$ cat src/rtl/scalar_fetch_sequencer.sv
// scalar_fetch_sequencer
//   Sequences scalar operand fetches for the iteration engine. Iteration 0
//   reads the initial vector from ROM; later iterations read the ping-pong
//   RAM buffers once the update stage pulses NEXT_ITER. Returned words are
//   captured into a 2-entry queue and presented on a valid/ready port.
//
// Ports
//   CLK, RST                 clock, synchronous active-high reset
//   START, VEC_LEN,
//   ITER_COUNT               run request; lengths sampled on START (0 -> 1)
//   NEXT_ITER                next ping-pong buffer is written
//   ABORT                    (FETCH_ABORT_EN only) return to IDLE at once
//   RD_ADDR, ROM_RD_EN,
//   BUF_RD_EN, BUF_SEL       read request to ROM / RAM buffers
//   INITIAL_ROM_READ_FLAG    read-flags mux select (1 = ROM, 0 = buffer)
//   SCALAR_IN                mux output, valid the cycle after a strobe
//   SCALAR_DATA/VALID/LAST,
//   SCALAR_READY             downstream handshake (queue head)
//   ITER_IDX, BUSY, DONE     status
//
// Optional feature macro: FETCH_ABORT_EN (adds the ABORT input).
module scalar_fetch_sequencer #(
  parameter int BIT_WIDTH  = 32,
  parameter int EXTRA_BIT  = 2,
  parameter int ADDR_WIDTH = 8
) (
  input  logic                           CLK,
  input  logic                           RST,
  input  logic                           START,
  input  logic [ADDR_WIDTH:0]            VEC_LEN,
  input  logic [15:0]                    ITER_COUNT,
  input  logic                           NEXT_ITER,
`ifdef FETCH_ABORT_EN
  input  logic                           ABORT,
`endif
  output logic [ADDR_WIDTH-1:0]          RD_ADDR,
  output logic                           ROM_RD_EN,
  output logic                           BUF_RD_EN,
  output logic                           BUF_SEL,
  output logic                           INITIAL_ROM_READ_FLAG,
  input  logic [BIT_WIDTH+EXTRA_BIT-1:0] SCALAR_IN,
  output logic [BIT_WIDTH+EXTRA_BIT-1:0] SCALAR_DATA,
  output logic                           SCALAR_VALID,
  output logic                           SCALAR_LAST,
  input  logic                           SCALAR_READY,
  output logic [15:0]                    ITER_IDX,
  output logic                           BUSY,
  output logic                           DONE
);
  localparam int DW = BIT_WIDTH + EXTRA_BIT;
  localparam int CW = ADDR_WIDTH + 1;

  typedef enum logic [1:0] {IDLE, FETCH, DRAIN, WAIT_NEXT} state_t;

  state_t                state_q, state_d;
  logic [CW-1:0]         vec_len_q, vec_len_d;
  logic [15:0]           iter_count_q, iter_count_d;
  logic [15:0]           iter_idx_q, iter_idx_d;
  logic [CW-1:0]         word_cnt_q, word_cnt_d;
  logic                  buf_sel_q, buf_sel_d;
  logic                  rom_flag_q, rom_flag_d;
  logic [ADDR_WIDTH-1:0] rd_addr_q, rd_addr_d;
  logic                  inflight_q, inflight_d;
  logic                  inflight_last_q, inflight_last_d;
  logic                  done_q, done_d;
  logic [1:0]            count_q, count_d;
  logic [DW-1:0]         q0_data_q, q0_data_d, q1_data_q, q1_data_d;
  logic                  q0_last_q, q0_last_d, q1_last_q, q1_last_d;

  logic                  pop;
  logic                  issue;
  logic                  abort_req;
  logic [1:0]            cnt_after_pop;
  logic [2:0]            occupancy;

`ifdef FETCH_ABORT_EN
  assign abort_req = ABORT;
`else
  assign abort_req = 1'b0;
`endif

  always_comb begin
    state_d         = state_q;
    vec_len_d       = vec_len_q;
    iter_count_d    = iter_count_q;
    iter_idx_d      = iter_idx_q;
    word_cnt_d      = word_cnt_q;
    buf_sel_d       = buf_sel_q;
    rom_flag_d      = rom_flag_q;
    rd_addr_d       = rd_addr_q;
    inflight_d      = 1'b0;
    inflight_last_d = 1'b0;
    done_d          = 1'b0;
    q0_data_d       = q0_data_q;
    q0_last_d       = q0_last_q;
    q1_data_d       = q1_data_q;
    q1_last_d       = q1_last_q;
    issue           = 1'b0;

    pop           = (count_q != 2'd0) && SCALAR_READY;
    cnt_after_pop = count_q - {1'b0, pop};
    // Words already buffered or on their way, net of this cycle's pop.
    occupancy     = {1'b0, count_q} + {2'b00, inflight_q} - {2'b00, pop};

    // Queue: pop shifts the tail forward, the returning word lands behind
    // whatever survives the pop.
    if (pop) begin
      q0_data_d = q1_data_q;
      q0_last_d = q1_last_q;
    end
    if (inflight_q) begin
      if (cnt_after_pop == 2'd0) begin
        q0_data_d = SCALAR_IN;
        q0_last_d = inflight_last_q;
      end else begin
        q1_data_d = SCALAR_IN;
        q1_last_d = inflight_last_q;
      end
      count_d = cnt_after_pop + 2'd1;
    end else begin
      count_d = cnt_after_pop;
    end

    if (abort_req) begin
      state_d    = IDLE;
      count_d    = 2'd0;
      rom_flag_d = 1'b1;
    end else begin
      case (state_q)
        IDLE: begin
          if (START) begin
            vec_len_d    = (VEC_LEN == '0) ? CW'(1) : VEC_LEN;
            iter_count_d = (ITER_COUNT == 16'd0) ? 16'd1 : ITER_COUNT;
            iter_idx_d   = 16'd0;
            word_cnt_d   = '0;
            buf_sel_d    = 1'b0;
            rom_flag_d   = 1'b1;
            state_d      = FETCH;
          end
        end
        FETCH: begin
          if (occupancy < 3'd2) begin
            issue      = 1'b1;
            rd_addr_d  = word_cnt_q[ADDR_WIDTH-1:0];
            word_cnt_d = word_cnt_q + CW'(1);
            inflight_d = 1'b1;
            if (word_cnt_q == vec_len_q - CW'(1)) begin
              inflight_last_d = 1'b1;
              state_d         = DRAIN;
            end
          end
        end
        DRAIN: begin
          // count_d == 0 means the final word was handed over this cycle.
          if (count_d == 2'd0 && !inflight_q) begin
            if (iter_idx_q == iter_count_q - 16'd1) begin
              done_d  = 1'b1;
              state_d = IDLE;
            end else begin
              iter_idx_d = iter_idx_q + 16'd1;
              word_cnt_d = '0;
              // Leaving the ROM pass: buffer 0 is read next, so no toggle.
              if (iter_idx_q == 16'd0) begin
                rom_flag_d = 1'b0;
              end else begin
                buf_sel_d = ~buf_sel_q;
              end
              state_d = WAIT_NEXT;
            end
          end
        end
        WAIT_NEXT: begin
          if (NEXT_ITER) begin
            state_d = FETCH;
          end
        end
        default: state_d = IDLE;
      endcase
    end
  end

  always_ff @(posedge CLK) begin
    if (RST) begin
      state_q         <= IDLE;
      vec_len_q       <= CW'(1);
      iter_count_q    <= 16'd1;
      iter_idx_q      <= 16'd0;
      word_cnt_q      <= '0;
      buf_sel_q       <= 1'b0;
      rom_flag_q      <= 1'b1;
      rd_addr_q       <= '0;
      inflight_q      <= 1'b0;
      inflight_last_q <= 1'b0;
      done_q          <= 1'b0;
      count_q         <= 2'd0;
    end else begin
      state_q         <= state_d;
      vec_len_q       <= vec_len_d;
      iter_count_q    <= iter_count_d;
      iter_idx_q      <= iter_idx_d;
      word_cnt_q      <= word_cnt_d;
      buf_sel_q       <= buf_sel_d;
      rom_flag_q      <= rom_flag_d;
      rd_addr_q       <= rd_addr_d;
      inflight_q      <= inflight_d;
      inflight_last_q <= inflight_last_d;
      done_q          <= done_d;
      count_q         <= count_d;
    end
  end

  // Queue payload is qualified by count_q, so it needs no reset.
  always_ff @(posedge CLK) begin
    q0_data_q <= q0_data_d;
    q0_last_q <= q0_last_d;
    q1_data_q <= q1_data_d;
    q1_last_q <= q1_last_d;
  end

  assign RD_ADDR               = rd_addr_d;
  assign ROM_RD_EN             = issue & rom_flag_q;
  assign BUF_RD_EN             = issue & ~rom_flag_q;
  assign BUF_SEL               = buf_sel_q;
  assign INITIAL_ROM_READ_FLAG = rom_flag_q;
  assign SCALAR_VALID          = (count_q != 2'd0);
  assign SCALAR_DATA           = SCALAR_VALID ? q0_data_q : '0;
  assign SCALAR_LAST           = SCALAR_VALID & q0_last_q;
  assign ITER_IDX              = iter_idx_q;
  assign BUSY                  = (state_q != IDLE);
  assign DONE                  = done_q;

endmodule

$ cat config.mk
export PLATFORM = sky130hd
export DESIGN_NAME = scalar_fetch_sequencer
export DESIGN_NICKNAME = d
export VERILOG_FILES = /design/src/rtl/scalar_fetch_sequencer.sv
export SDC_FILE = /design/constraint.sdc
export NUM_CORES = 1
export LEC_CHECK = 0
export CELL_PAD_IN_SITES_DETAIL_PLACEMENT = 1
export CELL_PAD_IN_SITES_GLOBAL_PLACEMENT = 1
export CORE_MARGIN = 2
export CORE_UTILIZATION = 41
export CTS_BUF_LIST = sky130_fd_sc_hd__clkbuf_4
export CTS_CLUSTER_DIAMETER = 50
export DETAILED_ROUTE_END_ITERATION = 8
export PLACE_DENSITY = 0.86
export SETUP_SLACK_MARGIN = 0.3
export SLEW_MARGIN = 15
export SYNTH_ARGS = -nofsm -noshare
export SYNTH_HDL_FRONTEND = slang
export SYNTH_SLANG_ARGS = --single-unit
$ cat constraint.sdc
create_clock -name CLK -period 9.3 [get_ports CLK]
set_input_delay 2.79 -clock CLK [delete_from_list [all_inputs] [get_ports CLK]]
set_output_delay 2.79 -clock CLK [all_outputs]
set_load 0.01 [all_outputs]
== Word-level counts from Yosys, hierarchy flattened ==
Index checks and enable logic that the tools add are counted.

* Flip-flop bits (word level): 137
* Bits of input ports: 64
* Output and inout port bits: 66

* $add $sub $neg: 8
* Order comparisons: 1
* Equality and inequality tests: 13
* Multiplexer cells: 42
* Bitwise operators: 10
* Reductions and logical operators: 22

{| class="wikitable"
|+ Operators by type and width
! operator !! count
|-
| 2-to-1 mux 34 bit || 4
|-
| 2-to-1 mux 16 bit || 4
|-
| 2-to-1 mux 9 bit || 5
|-
| zero test 16 bit || 2
|-
| case mux 16 bit (2 select lines) || 1
|-
| case mux 9 bit (3 select lines) || 1
|-
| AND reduction 5 bit || 4
|-
| adder 16 x 1 -> 16 bit, second input constant || 1
|-
| equality test 16 bit || 1
|-
| 2-to-1 mux 8 bit || 2
|-
| != test 2 bit, second input constant || 8
|-
| subtractor 16 x 1 -> 16 bit, second input constant || 1
|-
| 2-to-1 mux 1 bit || 15
|-
| 2-to-1 mux 2 bit || 7
|-
| adder 9 x 1 -> 9 bit, second input constant || 1
|-
| equality test 9 bit || 1
|-
| zero test 9 bit || 1
|-
| subtractor 9 x 1 -> 9 bit, second input constant || 1
|-
| case mux 2 bit (4 select lines) || 1
|-
| NOT 1 bit || 7
|-
| zero test 2 bit || 3
|-
| nonzero test 2 bit || 3
|-
| OR reduction 3 bit || 2
|-
| equality test 2 bit, second input constant || 2
|-
| other kinds (13) || 18
|}

== Longest topological paths before layout ==
* Depth in word-level cells: 9
* Depth in mapped cells: 16
* Mapped depth without buffers: 14

== Worst setup path after synthesis ==
No wires, ideal clock.

* Kind: input port to output port
* Start: input port SCALAR_READY
* End: output port RD_ADDR[3]
* Data arrival time: 5.456 ns
* Setup slack: 1.054 ns
* Cell stages on the path: 10
* Buffers on the path: 2
* Cell sequence: nand2_1 > clkbuf_1 > inv_1 > ha_1 > nand2b_1 > fa_1 > xnor2_1 > nand3_1 > clkbuf_1 > mux2_2

* Word-level cells in the longest chain between the ends: 5

{| class="wikitable"
|+ Ends and longest elaborated chain
! what !! line !! source
|-
| start, declared || 45 || <nowiki>input logic SCALAR_READY,</nowiki>
|-
| logical AND 1 bit || 100 || <nowiki>pop = (count_q != 2'd0) && SCALAR_READY;</nowiki>
|-
| subtractor 3 x 1 -> 3 bit || 103 || <nowiki>occupancy = {1'b0, count_q} + {2'b00, inflight_q} - {2'b00, pop};</nowiki>
|-
| < comparator 3 x 2 -> 1 bit || 142 || <nowiki>if (occupancy < 3'd2) begin</nowiki>
|-
| 2-to-1 mux 8 bit || 142 ||
|-
| 2-to-1 mux 8 bit || 129 || <nowiki>case (state_q)</nowiki>
|-
| end, declared || 36 || <nowiki>output logic [ADDR_WIDTH-1:0] RD_ADDR,</nowiki>
|}

No other way between the ends.

== Worst setup path after layout ==
* Start: input port SCALAR_READY
* End: output port RD_ADDR[7]

Same word-level chain as after synthesis.

==> summary.txt <==
Run status
  – Run status: completed

Global routing
  – Met2 Use GR: 33.97%
  – GRT Util Overall: 20.33%
  – Antenna violations before repair: 0
  – Overflow left after global routing: 0
  – Grt met3 use: 4.186%
  – GR met1 Demand/Resource: 26.78%
  – Global-route wire length before repair: 29130 um
  – Pin count of the biggest net entering global routing: 71
  – GRT busiest layer: met2
  – Via count of the first global-routing pass: just under 6000

Setup path
  – Bufs and invs on worst path: 3
  – Max stage delay cell, worst path: sky130_fd_sc_hd__clkdlybuf4s50_1
  – Arrival time of the worst setup path: 5.88 ns
  – Top cell family by delay on the critical path: buffers and inverters
  – Peak fanout along the critical path: 10
  – Delay of the slowest critical-path stage: 0.59 ns
  – Critical Path Sink Type: output pin
  – Library cell appearing most often on the critical path: sky130_fd_sc_hd__clkdlybuf4s50_1
  – Worst reg-to-reg setup slack: 5.06 ns
  – Type of the setup path with the least slack: in2out
  – Cell chain of the critical path: clkdlybuf4s50_1 > nand2_2 > inv_1 > ha_1 > nand2b_1 > fa_1 > xnor2_1 > nand3_1 > o21ai_0 > clkdlybuf4s50_1
  – Data required time of the critical path: 6.51 ns
  – Worst setup SP type: input pin

Die
  – Die W: 133.1 um
  – Chip height: ~130 um
  – Area of the core region: 0.01647 mm^2
  – Count of standard-cell rows: 47
  – Die outline area: 0.01772 mm^2
  – I/O pin count: 130
  – Starting density of the core: 41.51%

Synth
  – Count of cell types in the netlist: 59
  – Most frequent cell after synthesis: sky130_fd_sc_hd__nand2_1
  – Number of instances in the synthesized netlist: 741
  – Number of synthesized register bits: 137
  – Yosys warning total: 0
  – Cell area after synthesis: between 0.006 and 0.007 mm^2
  – Count of flip-flops with a built-in enable after synthesis: 35
  – Fraction of synthesized cell area taken by the top area cell type: 29.87%
  – Share of synthesized registers carrying an async set or reset: 0%
  – List of most frequent post-synthesis cells: 118 x sky130_fd_sc_hd__nand2_1, 102 x sky130_fd_sc_hd__dfxtp_1, 52 x sky130_fd_sc_hd__a21oi_1
  – Syn nets: 818
  – Part of the Yosys area used for sequential elements: ~45%
  – Cell type contributing the most total cell area after synthesis: sky130_fd_sc_hd__dfxtp_1
  – Mean instance size in the synthesized netlist: just over 9 um^2
  – Primary FF master, synth: sky130_fd_sc_hd__dfxtp_1
  – Most area-consuming cells after synthesis: sky130_fd_sc_hd__dfxtp_1 30%, sky130_fd_sc_hd__edfxtp_1 15%, sky130_fd_sc_hd__nand2_1 6.5%

Routing
  – Routed length per instance: approximately 16 um
  – Detailed Route Iter0 Violations: between 300 and 400
  – First-pass DRT Iterations: 4
  – Vias after detailed routing: 5759
  – Vias per cell: 5.332
  – Antenna violation net count after detailed routing: 0
  – DR DRC count: 0
  – Routed Wire Length: 17580 um

Cells and area
  – Layout Nets: 924
  – Number of diodes: 0
  – Area used by multi-input combinational logic: 0.003467 mm^2
  – Area growth, synth to finish: 24.03%
  – Register Area: between 0.003 and 0.004 mm^2
  – Fraction of final layout cells sized beyond drive strength 1: 7.093%
  – Count of fill cells added during filler insertion: 1900

STA
  – Endpoints failing hold: 0
  – Worst clock skew: 0.01978 ns
  – Accumulated negative setup slack: 0 ns
  – Max Clock Freq: 115.4 MHz
  – RSZ-0062 raised after global routing: false
  – # setup viols final: 0
  – Number of max-slew violations in the final report: 0
  – Slew of the pin with the lowest slew margin: 1.094 ns
  – Min Hold Slack: approximately 0.46 ns
  – Final worst path period need: 8.668 ns
  – Worst max-slew margin expressed relative to the limit: 27.06%
  – Final critical-path share of the clock period: 93.20%

Clock network
  – # clock sinks: 137
  – TritonCTS clock tree: built
  – H-tree depth: 4
  – Clock slew at reported path FFs: 0.12 ns
  – Setup fix buffers added after clock tree synthesis: 0
  – Buffer cell driving the clock tree root: sky130_fd_sc_hd__clkbuf_4
  – Clock Path Buffers: 2
  – Post-cts gate resize count: 0
  – Clock insertion delay at the later pin of the skew report: about 0.55 ns
  – TritonCTS Buffers: 17
  – # hold bufs at CTS: 0

Min path
  – Class of the tightest hold or removal check: reg2reg

Place
  – Total half-perimeter wirelength after legalization and detailed placement: 12450 um
  – Total of buffers placed on input and output ports: 129
  – Gp weighted congestion: 0.7796

Pwr
  – Final Power: approximately 2 mW
  – Maximum VDD drop: ~0.11 mV
  – Static Leak: 3.183 nW
  – Power density over the cells: 242.0 mW/mm^2

Flow run
  – Count of maximum capacitance violations: 0
## worst paths after layout
path                         to             from  depth (start not counted)
setup / recovery     RD_ADDR[7]     SCALAR_READY                         10
hold / removal        q1_last_q  inflight_last_q                          0
setup reg to reg  word_cnt_q[8]       count_q[1]                         14
hold reg to reg       q1_last_q  inflight_last_q                          0
## sequential cells by signal, summed over array words and instances (netlist names), 2 cells and up
signal and cells:
q0_data_q 34, rd_addr_q 8, iter_count_q 16, word_cnt_q 9, q1_data_q 34, ITER_IDX 16
state_q 2, vec_len_q 9, count_q 2
## per-layer routing
metal  share of wire, %  up-vias
li1                   -     2845
met2                 47      121
met5                  0        -
met4                1.1        0
met1                 48     2776
met3                3.8       17
## logic make-up (layout without fill, tap and decap cells)
group,after synthesis,after routing,share of synthesized area (%)
multiplexers,53,53,7.926
AND/OR/NAND/NOR,287,287,21.62
AO/OA/AOI/OAI,154,154,14.68
adder cells (fa/ha/maj),13,13,2.489
flip-flops,137,137,45.25
buffers and inverters,67,186,4.192
XOR/XNOR,30,30,3.844
## metrics by stage
stage                     setup WS (ns)  util, %  cells  area [um^2]
final                            0.6322    51.49   1080         8478
after global routing             0.4033    51.49   1080         8478
after CTS                        0.5858    51.49   1080         8478
after detailed placement         0.6110    49.94   1048         8223
after global placement           0.6967    49.94   1048         8223
after floorplan                   1.054        -    741         6835
## placed cells by master, fill, tap and decap left out, drive strengths merged, types with 10 or more instances in the layout
cell type,instances
nand3,12
inv,32
edfxtp,35
o31ai,10
nor2b,23
nor2,21
nand4,14
nor3,15
o21ai,52
dfxtp,102
and2,38
ha,12
nand2,119
clkbuf,17
clkdlybuf4s50,128
nor4,10
xnor2,23
a21oi,52
mux2i,44
## power breakdown
part           switching, mW  leakage [nW]  internal, mW
logic                  0.485          1.89         0.383
clock network          0.249         0.138         0.115
registers             0.0763          1.16         0.743
total                  0.811          3.18          1.24
## area by class of cell
type	count	share of cell area [%]
clock inverters	15	1.505
multi-input cells	537	40.89
inverters	23	1.018
well taps	220	3.247
flip-flops and latches	137	36.48
repair buffers	131	15.35
clock buffers	17	1.505
No activity file was read; power rests on OpenSTA's default activity.
